===== config.mk =====
export PLATFORM = sky130hd
export DESIGN_NAME = hopfield_update_ctrl
export DESIGN_NICKNAME = d
export VERILOG_FILES = /design/src/rtl/hopfield_update_ctrl_pkg.sv /design/src/rtl/hopfield_update_ctrl.sv
export SDC_FILE = /design/constraint.sdc
export NUM_CORES = 1
export LEC_CHECK = 0
export ABC_CLOCK_PERIOD_IN_PS = 7900
export CORE_AREA = 5 5 265 267
export DETAILED_ROUTE_END_ITERATION = 8
export DIE_AREA = 0 0 270 272
export PLACE_DENSITY = 0.55
export SETUP_SLACK_MARGIN = 0.4
export SYNTH_ARGS = -nofsm -noshare
export SYNTH_HDL_FRONTEND = slang
export SYNTH_SLANG_ARGS = --single-unit

===== constraint.sdc =====
create_clock -name clk -period 7.9 [get_ports clk]
set_input_delay 1.975 -clock clk [delete_from_list [all_inputs] [get_ports clk]]
set_output_delay 1.975 -clock clk [all_outputs]
set_load 0.05 [all_outputs]

===== src/rtl/hopfield_update_ctrl_pkg.sv =====
// Shared types and helpers for the Hopfield update sequencer.
package hopfield_update_ctrl_pkg;

  typedef enum logic [2:0] {
    StIdle,
    StFetch,
    StLatch,
    StRun,
    StWb,
    StSweep,
    StFin
  } upd_state_e;

  // Index width for n entries; never below 1 so a single-neuron net still has an address bit.
  function automatic int unsigned clog2_min1(input int unsigned n);
    int unsigned w;
    w = 1;
    while ((1 << w) < n) w++;
    return w;
  endfunction

endpackage


===== src/rtl/hopfield_update_ctrl.sv =====
// Sequencer for one shared neuron datapath: asynchronous in-order Hopfield sweeps until
// a sweep changes nothing or the sweep limit is reached.
module hopfield_update_ctrl
  import hopfield_update_ctrl_pkg::*;
#(
  parameter int unsigned N          = 4,
  parameter int unsigned SIZE       = 32,
  parameter int unsigned MAX_SWEEPS = 16,
  parameter int unsigned IDXW       = clog2_min1(N),
  parameter int unsigned SWW        = 16
) (
  input  logic              clk,
  input  logic              rst_n,
  input  logic              start,
  input  logic [SIZE*N-1:0] s_init,
  output logic [IDXW-1:0]   w_addr,
  input  logic [SIZE*N-1:0] w_rdata,
  output logic              neu_en,
  output logic [SIZE*N-1:0] neu_scurr,
  output logic [SIZE*N-1:0] neu_w,
  input  logic [SIZE-1:0]   neu_snext,
  input  logic              neu_done,
  output logic              busy,
  output logic              done,
  output logic              converged,
  output logic [SWW-1:0]    sweep_count,
  output logic [SIZE*N-1:0] state_out
);

  upd_state_e            fsm_q;
  logic [IDXW-1:0]       idx_q;
  logic                  changed_q;
  logic [SIZE-1:0]       snext_q;
  logic [SIZE-1:0]       cur_entry;
  logic [SWW:0]          sweep_inc;
  logic                  sweep_limit;
  logic                  last_idx;

  always_comb begin
    cur_entry   = state_out[int'(idx_q)*SIZE +: SIZE];
    sweep_inc   = {1'b0, sweep_count} + {{SWW{1'b0}}, 1'b1};
    sweep_limit = (sweep_inc >= (SWW+1)'(MAX_SWEEPS));
    last_idx    = (idx_q == IDXW'(N-1));
  end

  // The address and the state vector seen by the neuron are registers, so both are glitch-free.
  assign w_addr    = idx_q;
  assign neu_scurr = state_out;

  always_ff @(posedge clk or negedge rst_n) begin
    if (!rst_n) begin
      fsm_q       <= StIdle;
      idx_q       <= '0;
      changed_q   <= 1'b0;
      snext_q     <= '0;
      state_out   <= '0;
      neu_w       <= '0;
      neu_en      <= 1'b0;
      busy        <= 1'b0;
      done        <= 1'b0;
      converged   <= 1'b0;
      sweep_count <= '0;
    end else begin
      unique case (fsm_q)
        StIdle: begin
          if (start) begin
            state_out   <= s_init;
            idx_q       <= '0;
            sweep_count <= '0;
            changed_q   <= 1'b0;
            converged   <= 1'b0;
            busy        <= 1'b1;
            fsm_q       <= StFetch;
          end
        end
        StFetch: fsm_q <= StLatch;
        StLatch: begin
          neu_w  <= w_rdata;
          neu_en <= 1'b1;
          fsm_q  <= StRun;
        end
        StRun: begin
          if (neu_done) begin
            snext_q <= neu_snext;
            neu_en  <= 1'b0;
            fsm_q   <= StWb;
          end
        end
        StWb: begin
          if (snext_q != cur_entry) begin
            state_out[int'(idx_q)*SIZE +: SIZE] <= snext_q;
            changed_q                           <= 1'b1;
          end
          if (last_idx) begin
            fsm_q <= StSweep;
          end else begin
            idx_q <= idx_q + IDXW'(1);
            fsm_q <= StFetch;
          end
        end
        StSweep: begin
          sweep_count <= sweep_limit ? SWW'(MAX_SWEEPS) : sweep_inc[SWW-1:0];
          if (!changed_q) begin
            converged <= 1'b1;
            done      <= 1'b1;
            fsm_q     <= StFin;
          end else if (sweep_limit) begin
            converged <= 1'b0;
            done      <= 1'b1;
            fsm_q     <= StFin;
          end else begin
            idx_q     <= '0;
            changed_q <= 1'b0;
            fsm_q     <= StFetch;
          end
        end
        StFin: begin
          done  <= 1'b0;
          busy  <= 1'b0;
          fsm_q <= StIdle;
        end
        default: fsm_q <= StIdle;
      endcase
    end
  end

endmodule


-- Yosys cells after proc, flatten, opt, wreduce, memory -nomap -nowiden
Cells that the tools add are included.
- bits in registers: 314
- output and inout port bits: 406
- input bits: 292
- muxes and demuxes: 33
- $add $sub $neg: 3
- shift operators: 3
- eq/ne operators: 15
- order comparisons: 1
- reduce and logical (&&, ||, !) cells: 17
- operator list (cell ; count):
    two-way mux 128 bit ; 2
    case mux 128 bit (2 select lines) ; 1
    bitwise mux 128 bit ; 1
    variable shift 32 x 34 -> 128 bit, first input constant ; 1
    indexed part select 128 x 8 -> 32 bit ; 1
    indexed part select 32 x 34 -> 128 bit ; 1
    negator 7 -> 34 bit ; 1
    two-way mux 16 bit ; 2
    inequality test 32 bit ; 1
    case mux 16 bit (2 select lines) ; 1
    case mux 3 bit (6 select lines) ; 1
    adder 16 x 1 -> 17 bit, second input constant ; 1
    greater-or-equal comparator 17 x 5 -> 1 bit, second input constant ; 1
    two-way mux 3 bit ; 5
    inequality test 2 bit, second input constant ; 6
    AND reduction 2 bit ; 6
    two-way mux 1 bit ; 10
    nonzero test 2 bit ; 5
    equality test 3 bit, second input constant ; 3
    AND reduction 3 bit ; 3
    two-way mux 2 bit ; 4
    case mux 1 bit (2 select lines) ; 4
    equality test 3 x 2 -> 1 bit, second input constant ; 2
    case mux 2 bit (3 select lines) ; 1
    other kinds (8) ; 8

-- Longest topological paths before layout
- depth in word-level cells: 5
- depth in mapped cells: 12
- depth with buffers taken out: 8

-- Least setup slack after synthesis
OpenSTA, ideal clock, no wires.
- path type: reg2reg
- start: register idx_q[0] (netlist: w_addr[0])
- end: register state_out[117] (netlist: neu_scurr[117])
- period minus slack after synthesis: 3.322 ns
- arrival: 3.211 ns
- cell stages (with the launch flop): 11
- path slack: 4.578 ns
- path through: dfrtp_1 -> buf_4 -> buf_4 -> buf_2 -> inv_2 -> ha_1 -> nor4_1 -> clkbuf_1 -> a22o_1 -> nor2_1 -> a2111oi_2
- cells in the longest elaborated chain, start to end: 5
- RTL lines (element ; RTL line ; source):
    start, declared ; hopfield_update_ctrl.sv:31 ; logic [IDXW-1:0] idx_q;
    start signal, assigned ; hopfield_update_ctrl.sv:97 ; idx_q <= idx_q + IDXW'(1);
    negator 7 -> 34 bit ; hopfield_update_ctrl.sv:91 ; state_out[int'(idx_q)*SIZE +: SIZE] <= snext_q;
    indexed part select 32 x 34 -> 128 bit / variable shift 32 x 34 -> 128 bit (equally long branches) ; hopfield_update_ctrl.sv:91 ;
    bitwise mux 128 bit ; hopfield_update_ctrl.sv:91 ;
    two-way mux 128 bit ; hopfield_update_ctrl.sv:90 ; if (snext_q != cur_entry) begin
    case mux 128 bit (2 select lines) ; hopfield_update_ctrl.sv:64 ; unique case (fsm_q)
    end signal, assigned ; hopfield_update_ctrl.sv:67 ; state_out <= s_init;
    end signal, assigned by index ; hopfield_update_ctrl.sv:91 ;
    end, declared ; hopfield_update_ctrl.sv:27 ; output logic [SIZE*N-1:0] state_out
Parallel ways exist; a longest one is shown, timed or not. The select of a mux whose other input is x is not followed.
A chain may end at the register's enable or synchronous reset.

-- Final worst setup path
- start: register idx_q[1] (netlist: w_addr[1])
- end: output port w_addr[1]
- RTL lines (element ; RTL line ; source):
    end, declared ; hopfield_update_ctrl.sv:16 ; output logic [IDXW-1:0] w_addr,
No word-level cell between the ends.

==> out/metrics.sh <==
TOTAL_POWER_mW=14.6
DIEHEIGHT_UM=272
TRITONCTS='yes'
SETUP_TOTAL_NEGATIVE_SLACK_NS=0
RUN_STATUS='complete, no violations'
CTS.PATH.MAX_BUFFERS=3
DRCVIOLATIONCOUNT=0
REG2REGPATHDEPTH=7
YOSYS.AREA.TOP_TYPE='sky130_fd_sc_hd__dfrtp_1'
FINALNONFILLERCELLS=3213
SYNTHDOMINANTCELLAREASHARE=0.425
DP_HPWL_UM=58500
PATH_MAX_FANOUT=46
YOSYS.CELL_TYPES.COUNT=51
VIAS_PER_CELL=5.38
CORE_UM2=67900
CP_NUM_BUF_INV=1
SYNTHESIS.NETS=2126
HOLD_VIOLATIONS=0
NUMBER_OF_GLOBAL_ROUTE_VIAS_BEFORE_REPAIR=17900
DIE-AREA_UM2=73400
CLK-INSERTION-DELAY-LATE_NS=0.57
CRIT_FAMILY='flip-flops'
VIA_COUNT=17300
SYNTH_ENABLE_FLOP_CELLS=0
POSTCTSHOLDBUFS=0
GRT_PASS1_WL_UM=124000
DESIGN.PORTCOUNT=698
DRTANTENNAVIOLNETS=0
ROW_COUNT=96
MULTI_INPUT_COMB_AREA_UM2=8960
STARTING_DENSITY=0.272
CTS_SETUP_BUFFERS=0
SYNTH_AREA_UM2=18500
CELL_TYPES_OCCUPYING_THE_MOST_AREA_AFTER_SYNTHESIS='sky130_fd_sc_hd__dfrtp_1 (43%), sky130_fd_sc_hd__a2111oi_2 (8.8%), sky130_fd_sc_hd__mux2_2 (7.8%)'
GLOBALPLACE.CONGESTION=0.819
DP_AREA_UM2=25100
FINAL.SETUP_SKEW_NS=0.0230
MAXSLEWVIOLCOUNT=0
IO_BUFFER_COUNT=697
IR_DROP_mV=0.404
GRT_MAX_DEGREE=181
POST_ROUTE_CELLS_DRIVE_ABOVE_1_SHARE=0.157
POST-ROUTE-MIN-PERIOD_NS=4.58
SYNTH_ASYNC_SR_FLOP_SHARE=1.00
SETUP_VIOL=0
FINALNETCOUNT=2594
CP.REQUIRED_NS=5.93
INITIAL_ANTENNA_VIOLATION_COUNT=16
SYNTH-SEQ-CELLS=314
CRITICAL_PATH_DEPTH=1
CLKSLEWWORSTSETUPHOLDPATHS_NS=0.06
TRITONCTS_BUFFER_COUNT=41
MAX_FREQ_MHz=218
WORST_SETUP_PATH_START_KIND='flip-flop'
CLOCK_SINK_COUNT=314
CHIPWIDTH_UM=270
SYNTH_AREA_PER_CELL_UM2=10.1
GRT_TOTAL_USAGE=0.221
CRITICAL-PATH-MAX-STAGE-DELAY_NS=1.03
LAYOUT_WORST_PATH_CYCLE_SHARE=0.580
YS.FLOP_TYPE='sky130_fd_sc_hd__dfrtp_1'
YOSYSSEQAREASHARE=0.425
SYNTHTOLAYOUTAREAGROWTH_PCT=43.3
CRITICAL_PATH.CELL_CHAIN='clkdlybuf4s50_1'
NUM-FILL-CELLS=6496
MIN-DELAY-PATH-CLASS='reg -> reg'
WORST_SETUP_PATH_CLASS='reg -> out'
CTS.HTREE.LEVELS=2
DRT_FIRST_PASS_ITERS=6
SYNTH_MOST_COMMON_CELL='sky130_fd_sc_hd__dfrtp_1'
CRITPATHCAPTURETYPE='primary output'
DRT-INITIAL-DRC-COUNT=1551
REGTOREGSETUPSLACK_NS=3.72
TIMING.MAX_SLEW.REL_SLACK=0.181
SYNTH_CELLS=1827
WORST_HOLD_PATH_DEPTH=1
YOSYSWARNINGS=0
FF_LATCH_AREA_UM2=7870
POST_CTS_RESIZED=0
YOSYS-TOP-CELLS-COUNT='sky130_fd_sc_hd__dfrtp_1 (314), sky130_fd_sc_hd__nor2_1 (269), sky130_fd_sc_hd__nor3_1 (265), sky130_fd_sc_hd__clkbuf_1 (132), sky130_fd_sc_hd__buf_4 (131)'
LEAKAGE_nW=10.2
DRT_WL_TOTAL_UM=84900
TIMING.CRITICAL_PATH.ARRIVAL_NS=2.61
POWER_DENSITY_nW_PER_UM2=552
TIMING_WORST_SLEW_PIN_VALUE_NS=1.23
PLACE.DETAILED.INSTANCES=3134
POST-ROUTE-CELL-AREA_UM2=26500
GRT_SETUP_UNREPAIRED='false'
HOLDWS_NS=0.483
TIMING.MAX_CAP.VIOLATIONS=0
CTS-ROOT-BUF='sky130_fd_sc_hd__clkbuf_16'
SLOWEST_STAGE='sky130_fd_sc_hd__dfrtp_4'
POST_DRT_WL_PER_CELL_UM=26.4
GRT_OVERFLOW=0
## report_power, final
group	switching [mW]	total (mW)	internal (mW)
Sequential	1.22	3.61	2.40
Combinational	5.77	9.11	3.34
Clock	0.770	1.88	1.11
## final cells by class
type | count | area share
diodes | 7 | 0.000662
clock buffers | 57 | 0.0433
clock inverters | 15 | 0.00610
inverters | 6 | 0.000851
multi-input cells | 1215 | 0.339
flip-flops and latches | 314 | 0.297
well taps | 882 | 0.0417
repair buffers | 717 | 0.271
## final timing paths
path / start / to
max: w_addr[1]$_DFFE_PN0P_ / w_addr[1]
min: neu_en$_DFFE_PN0P_ / neu_en$_DFFE_PN0P_
max reg2reg: w_addr[0]$_DFFE_PN0P_ / neu_scurr[25]$_DFFE_PN0P_
min reg2reg: neu_en$_DFFE_PN0P_ / neu_en$_DFFE_PN0P_
max in group asynchronous: rst_n / neu_w[41]$_DFFE_PN0P_
min in group asynchronous: rst_n / neu_scurr[8]$_DFFE_PN0P_
## per-stage QoR
stage	util	worst slack (ns)
finish	0.390	3.32
global route	0.390	3.18
CTS	0.390	3.23
detailed placement	0.370	2.89
global placement	0.370	2.99
floorplan	-	4.58
## metal layers
metal / share of wire / global-route usage
met1: 0.38 / 0.264
met2: 0.50 / 0.385
met3: 0.087 / 0.0669
met4: 0.028 / 0.0630
met5: 0.0013 / 0
## sequential cells by signal (all words and copies together), names as in the netlist
signal       count
busy             1
converged        1
done             1
neu_scurr      128
neu_w          128
w_addr           2
sweep_count     16
neu_en           1
snext_q         32
fsm_q            3
changed_q        1
## cell usage in the layout, fill, tap and decap left out, drive strengths merged, types with 2 or more instances in the layout
master,netlist,layout
a21oi,2,2
mux2i,16,16
buf,160,21
ha,7,7
clkdlybuf4s50,0,696
mux2,128,128
o22ai,2,2
nand4,11,11
a22o,129,129
inv,6,9
a211o,3,3
a22oi,2,2
a2111oi,128,128
dfrtp,314,314
a21o,2,2
nor3,265,265
nand3,5,5
nand2b,4,4
and4,2,2
o211ai,4,4
and3,2,2
or3,2,2
nor4,5,5
clkbuf,132,57
a31oi,2,2
diode,0,7
xor2,4,4
a221oi,2,2
xnor2,30,30
o21ai,12,12
bufinv,0,3
nand2,123,123
mux4,25,25
clkinv,0,9
a211oi,3,3
and2,15,15
nor2,270,270
## cell families (layout without fill, tap and decap cells)
family	after synthesis	count (layout)	synth area share
compound gates	298	298	0.174
other cells	0	7	0
flops	314	314	0.425
fa+ha+maj	7	7	0.00474
simple gates	707	707	0.169
buf+inv	298	795	0.0933
xor+xnor	34	34	0.0161
mux	169	169	0.117
Power figures use the tool's default switching activity.
